[config.mk]
export PLATFORM = sky130hd
export DESIGN_NAME = joy_port_arbiter
export DESIGN_NICKNAME = d
export VERILOG_FILES = /design/src/rtl/joy_port_pkg.sv /design/src/rtl/joy_port_arbiter_sat_acc8.sv /design/src/rtl/joy_port_arbiter.sv
export SDC_FILE = /design/constraint.sdc
export NUM_CORES = 1
export LEC_CHECK = 0
export ABC_CLOCK_PERIOD_IN_PS = 11150
export CAP_MARGIN = 15
export CORE_ASPECT_RATIO = 0.6
export CORE_MARGIN = 2
export CORE_UTILIZATION = 45
export DETAILED_ROUTE_END_ITERATION = 7
export GPL_ROUTABILITY_DRIVEN = 1
export PLACE_DENSITY = 0.7
export SYNTH_ARGS = -nofsm -noshare
export SYNTH_HDL_FRONTEND = slang
export SYNTH_HIERARCHICAL = 1
export SYNTH_SLANG_ARGS = --single-unit
[constraint.sdc]
create_clock -name clk_sys -period 11.15 [get_ports clk_sys]
set_input_delay 2.23 -clock clk_sys [delete_from_list [all_inputs] [get_ports clk_sys]]
set_output_delay 2.23 -clock clk_sys [all_outputs]
set_load 0.01 [all_outputs]
[src/rtl/joy_port_pkg.sv]
// rtl/joy_port_pkg.sv - shared types and constants for the MSX joystick port A arbiter
package joy_port_pkg;

    typedef enum logic [1:0] {
        NIB_XH = 2'd0,
        NIB_XL = 2'd1,
        NIB_YH = 2'd2,
        NIB_YL = 2'd3
    } nib_state_t;

    localparam int PIN_UP    = 0;
    localparam int PIN_DOWN  = 1;
    localparam int PIN_LEFT  = 2;
    localparam int PIN_RIGHT = 3;
    localparam int PIN_TRGA  = 4;
    localparam int PIN_TRGB  = 5;

    localparam int TIMEOUT_DEFAULT = 100000;

    function automatic nib_state_t nib_next(input nib_state_t s);
        case (s)
            NIB_XH:  return NIB_XL;
            NIB_XL:  return NIB_YH;
            NIB_YH:  return NIB_YL;
            default: return NIB_XH;
        endcase
    endfunction

endpackage

[src/rtl/joy_port_arbiter_sat_acc8.sv]
// rtl/joy_port_arbiter_sat_acc8.sv - 8-bit signed saturating accumulator with add/sub and clear
module sat_acc8 (
    input  logic       clk,
    input  logic       rst_n,
    input  logic       i_clear,
    input  logic       i_en,
    input  logic       i_sub,
    input  logic [8:0] i_din,
    output logic [7:0] o_acc
);

    logic        [7:0] r_acc;
    logic        [7:0] w_base;
    logic signed [9:0] w_base_ext;
    logic signed [9:0] w_din_ext;
    logic signed [9:0] w_sum;
    logic        [7:0] w_sat;

    // Clear feeds a zero base so a packet arriving with the clear is kept, not lost.
    always_comb begin
        w_base     = i_clear ? 8'd0 : r_acc;
        w_base_ext = {{2{w_base[7]}}, w_base};
        w_din_ext  = {i_din[8], i_din};
        w_sum      = i_sub ? (w_base_ext - w_din_ext) : (w_base_ext + w_din_ext);
        if (w_sum > 10'sd127) begin
            w_sat = 8'h7F;
        end else if (w_sum < -10'sd128) begin
            w_sat = 8'h80;
        end else begin
            w_sat = w_sum[7:0];
        end
    end

    always_ff @(posedge clk or negedge rst_n) begin
        if (!rst_n) begin
            r_acc <= 8'd0;
        end else if (i_en) begin
            r_acc <= w_sat;
        end else if (i_clear) begin
            r_acc <= 8'd0;
        end
    end

    assign o_acc = r_acc;

endmodule

[src/rtl/joy_port_arbiter.sv]
// rtl/joy_port_arbiter.sv - shares MSX port A between MiST joystick and MSX-protocol mouse
module joy_port_arbiter
    import joy_port_pkg::*;
#(
    parameter int TIMEOUT_CYCLES = TIMEOUT_DEFAULT,
    parameter int TO_W           = 18
) (
    input  logic       clk_sys,
    input  logic       reset_n,
    input  logic [5:0] joy,
    input  logic [8:0] mouse_x,
    input  logic [8:0] mouse_y,
    input  logic [1:0] mouse_btn,
    input  logic       mouse_strobe,
    input  logic       msx_str,
    output logic [5:0] port_pins,
    output logic       mouse_mode
);

    localparam logic [TO_W-1:0] TO_RELOAD = TO_W'(TIMEOUT_CYCLES);
    localparam logic [TO_W-1:0] TO_ONE    = TO_W'(1);

    logic [5:0]      r_pins;
    logic            r_mode;
    nib_state_t      r_state;
    logic [7:0]      r_snap_x;
    logic [7:0]      r_snap_y;
    logic [TO_W-1:0] r_timeout;
    logic            r_str_d;

    logic [7:0] w_acc_x;
    logic [7:0] w_acc_y;
    logic       w_joy_any;
    logic       w_mode_next;
    logic       w_force_xh;
    logic       w_toggle;
    logic       w_acc_clear;
    logic [3:0] w_nibble;
    logic [5:0] w_joy_pins;

    always_comb begin
        w_joy_any   = |joy;
        w_mode_next = mouse_strobe | (~w_joy_any & r_mode);
        w_force_xh  = (w_mode_next != r_mode) | (~mouse_strobe & w_joy_any);
        // Toggles only count while the mouse owns the port and keeps it this cycle.
        w_toggle    = (msx_str ^ r_str_d) & r_mode & w_mode_next;
        w_acc_clear = (mouse_strobe & ~r_mode) | (~mouse_strobe & w_joy_any)
                    | (w_toggle & (r_state == NIB_XH));
    end

    always_comb begin
        case (r_state)
            NIB_XH:  w_nibble = w_acc_x[7:4];
            NIB_XL:  w_nibble = r_snap_x[3:0];
            NIB_YH:  w_nibble = r_snap_y[7:4];
            default: w_nibble = r_snap_y[3:0];
        endcase
    end

    always_comb begin
        w_joy_pins            = 6'd0;
        w_joy_pins[PIN_UP]    = joy[3];
        w_joy_pins[PIN_DOWN]  = joy[2];
        w_joy_pins[PIN_LEFT]  = joy[1];
        w_joy_pins[PIN_RIGHT] = joy[0];
        w_joy_pins[PIN_TRGA]  = joy[4];
        w_joy_pins[PIN_TRGB]  = joy[5];
    end

    // X is negated so that moving right reads as the MSX mouse expects.
    sat_acc8 u_acc_x (
        .clk     (clk_sys),
        .rst_n   (reset_n),
        .i_clear (w_acc_clear),
        .i_en    (mouse_strobe),
        .i_sub   (1'b1),
        .i_din   (mouse_x),
        .o_acc   (w_acc_x)
    );

    sat_acc8 u_acc_y (
        .clk     (clk_sys),
        .rst_n   (reset_n),
        .i_clear (w_acc_clear),
        .i_en    (mouse_strobe),
        .i_sub   (1'b0),
        .i_din   (mouse_y),
        .o_acc   (w_acc_y)
    );

    always_ff @(posedge clk_sys or negedge reset_n) begin
        if (!reset_n) begin
            r_pins    <= 6'h3F;
            r_mode    <= 1'b0;
            r_state   <= NIB_XH;
            r_snap_x  <= 8'd0;
            r_snap_y  <= 8'd0;
            r_timeout <= '0;
            r_str_d   <= 1'b0;
        end else begin
            r_str_d <= msx_str;
            r_mode  <= w_mode_next;

            if (!w_mode_next) begin
                r_pins <= ~w_joy_pins;
            end else begin
                r_pins[5:4] <= ~mouse_btn;
                if (w_toggle) begin
                    r_pins[3:0] <= w_nibble;
                end
            end

            if (w_force_xh) begin
                r_state  <= NIB_XH;
                r_snap_x <= 8'd0;
                r_snap_y <= 8'd0;
            end else if (w_toggle) begin
                r_state <= nib_next(r_state);
                if (r_state == NIB_XH) begin
                    r_snap_x <= w_acc_x;
                    r_snap_y <= w_acc_y;
                end
            end else if (r_timeout == TO_ONE) begin
                r_state <= NIB_XH;
            end

            if (w_toggle) begin
                r_timeout <= TO_RELOAD;
            end else if (r_timeout != '0) begin
                r_timeout <= r_timeout - TO_ONE;
            end
        end
    end

    assign port_pins  = r_pins;
    assign mouse_mode = r_mode;

endmodule

==> flow_summary.toml <==
[worst_setup_path]
crit_family = "compound AO/OA/AOI/OAI gates"
arrival_ns = 6.85
worst_path_max_delay_cell = "a21oi_1"
start_kind = "input port"
rr_startpoint = "r_str_d$_DFF_PN0_"
worstPathCellList = "clkdlybuf4s50_1 > buf_4 > nor3_1 > a22oi_1 > a21oi_1 > inv_1 > or2b_2 > ha_1 > fa_1 > nor2b_1 > o2111ai_1 > nand2_1 > o311ai_1 > and2_1 > o21ai_2 > o221ai_1"
critPathMaxStageDelay_ns = 0.76
path_class = "input port to register"
path_buf_inv = 3
cp_data_required_time_ns = 11.30
cp_max_fo = 29
endpoint_kind = "register"
crit_path_start = "mouse_strobe"

[sta]
setup_violations = 0
slew_violations = 0
hold_viol_final = 0
period_share_pct = 60.1
layout_setup_ws_ns = 4.45
worst_pin_slew_ns = 0.933
maxSlewHeadroom_pct = 37.8
grt_setup_unrepaired = "false"
skew_ns = 0.00833
setup_tns_ns = 0
fmax_mhz = 149
period_minus_slack_ns = 6.70

[synthesis]
yosysWarnings = 6
synthTopCellsByArea = "dfrtp_1 30%, ha_1 7.7%, xnor2_1 4.2%, a21oi_1 3.8%, dfstp_2 3.7%"
synth.avg_cell_area_um2 = 9.35
async_flop_share_pct = 100
syn_inst = 450
synth_top_area_share_pct = 29.7
synth_top_area_cell = "dfrtp_1"
ys_types = 67
synth_nets = 508
synth-seq-cells = 56
netlist_area_um2 = 4210
ys_seq_area_share_pct = 33.5
synth_edf_count = 0
synthFlopType = "dfrtp_1"

[clock_network]
hold_buffers = 0
clock_sinks = 56
cts_tree = "done"
cts_buffers = 5
worstSkewPairLatency_ns = 0.30
cts-root-buf = "clkbuf_16"
postCtsSetupBuffers = 0
ctsLongestPathBuffers = 2
post_cts_resized = 0
path_clk_slew_ns = 0.08
htree_num_levels = 2

[drt]
post-route-drc-count = 0
met1Wirelength_mm = 4.83
drt-total-wl_mm = 9.10
drtIter0Drc = 249
wl_met3_um = 446
top_layer = "met4"
via_per_inst = 5.83
wire_per_inst_um = 15.2
vias = 3480
antenna_left = 0
firstDrtPassIters = 5
wl_met2_mm = 3.71

[min_path]
hold_path.class = "register to register"
hold_start = "u_acc_x/o_acc[2]$_DFF_PN0_"

[global_routing]
grt_pass1_wl_mm = 15.8
antenna_found_initial = 0
overflow = 0
grt_use_total_pct = 19.0
grt_max_degree = 57
grt_pass1_vias = 3259

[power]
p_leak_nw = 2.02
powerDensity_nw_per_um2 = 139
vdd_drop_max_v = 0.0000701

[cells_and_area]
num-nets-final = 538
n_antenna_cell = 0
area_growth_pct = 14.0
drive_gt1_share_pct = 11.9
fillers = 833
fin_area_um2 = 4800

[placement]
io_buffers = 36
dp_slack_ns = 4.19
dp.final_hpwl_mm = 6.86
dpl_cell_area_um2 = 4650
gp_congestion = 0.861

[die]
dieHeight_um = 78.9
start_util_pct = 46.1
row_count = 27
chipWidth_um = 129
dieArea_um2 = 10200
fp.coreArea_um2 = 9120
boundaryPins = 37

[outcome]
status = "finished, final reports clean"

[flow_run]
drv_cap = 0
[power by group]
part / switching [mW] / total [mW] / internal, mW
clock network: 0.0786 / 0.164 / 0.0851
registers: 0.0331 / 0.275 / 0.242
logic: 0.119 / 0.228 / 0.108
total: 0.231 / 0.666 / 0.435
[worst paths after layout]
path,slack (ns),end,cells after the start
worst min register to register,0.49,r_snap_x[2]$_DFFE_PN0P_,1
worst max register to register,6.52,u_acc_x/o_acc[4]$_DFF_PN0_,14
worst min-delay path,0.49,r_snap_x[2]$_DFFE_PN0P_,1
max in group asynchronous,8.63,r_timeout[1]$_DFFE_PN0P_,2
min in group asynchronous,2.05,r_timeout[7]$_DFFE_PN0P_,2
worst max-delay path,4.45,u_acc_x/o_acc[4]$_DFF_PN0_,16
[per-layer routing]
layer / vias to the layer above / GRT usage, %
li1: 1731 / -
met1: 1655 / 30.4
met2: 80 / 26.7
met3: 14 / 2.43
met4: 0 / 5.00
met5: - / 0
[synthesized netlist by cell type (all sizes together) (3+ instances only)]
master,instances
a21o,5
a21oi,32
a221o,4
a22o,12
a22oi,5
a311oi,4
a31oi,9
and2,6
and2b,9
buf,7
clkbuf,6
dfrtp,50
dfstp,6
ha,26
inv,32
mux2i,9
nand2,12
nand3,11
nor2,25
nor2b,12
nor3,13
nor3b,5
nor4,5
o21ai,21
o221ai,12
o311ai,4
o31ai,7
or2,3
or2b,17
or4,10
xnor2,20
xor2,9
[placed cells by master (no fill, tap or decap), types with 5 or more instances in the layout]
master / n
or4_1: 10
ha_1: 26
inv_1: 32
clkdlybuf4s50_1: 35
nor3b_1: 5
nor4_1: 5
clkbuf_16: 5
a31oi_1: 9
nor3_1: 9
nand2_1: 12
o31ai_1: 7
and2b_1: 5
o221ai_1: 12
nor2_1: 23
a21o_1: 5
mux2i_1: 9
or2b_2: 16
and2_1: 6
nor2b_1: 12
a22o_1: 12
o21ai_2: 8
a21oi_1: 32
xnor2_1: 20
dfrtp_1: 50
nand3_1: 11
dfstp_2: 6
a22oi_1: 5
o21ai_0: 13
xor2_1: 9
[sequential cells by signal, indices dropped and copies added, names as in the netlist]
register,count
port_pins,6
u_acc_x/o_acc,8
u_acc_y/o_acc,8
mouse_mode,1
r_snap_x,4
r_state,2
r_snap_y,8
r_str_d,1
r_timeout,18
[area by class of cell]
cell class,count,area (µm²),area share [%]
inverter,32,120,2.50
timing repair buffer,38,370,7.72
tap,116,145,3.02
sequential,56,1410,29.4
clock buffer,5,125,2.61
clock inverter,3,25.0,0.521
multi-input combinational,347,2610,54.3
[through the flow]
step	instances	utilization (%)	total power [mW]	hold WS [ns]
5_1_grt	597	52.6	0.710	0.513
4_1_cts	597	52.6	0.668	0.497
2_1_floorplan	450	-	0.439	0.458
3_5_place_dp	589	51.0	0.504	0.474
3_3_place_gp	589	51.0	0.496	0.472
6_report	597	52.6	0.666	0.494
[cells by family after synthesis]
kind of cell             after synthesis  share of synthesized area, %
AND/OR/NAND/NOR                      143                          21.3
AO/OA/AOI/OAI                        134                          23.0
flip-flops                            56                          33.5
buffers and inverters                 47                          4.64
XOR/XNOR                              29                          6.03
adder cells (fa/ha/maj)               28                          8.68
multiplexers                          11                          2.68
other                                  2                         0.178
[worst reg2reg max path: cells and delay by family (launching register included)]
family                   cells  cell delay (ns)
flip-flops                   1             0.37
buffers and inverters        1             0.46
adder cells (fa/ha/maj)      2             0.62
XOR/XNOR                     1             0.17
AND/OR/NAND/NOR              5             1.25
AO/OA/AOI/OAI                5             1.60
(Power assumes the default switching activity.)
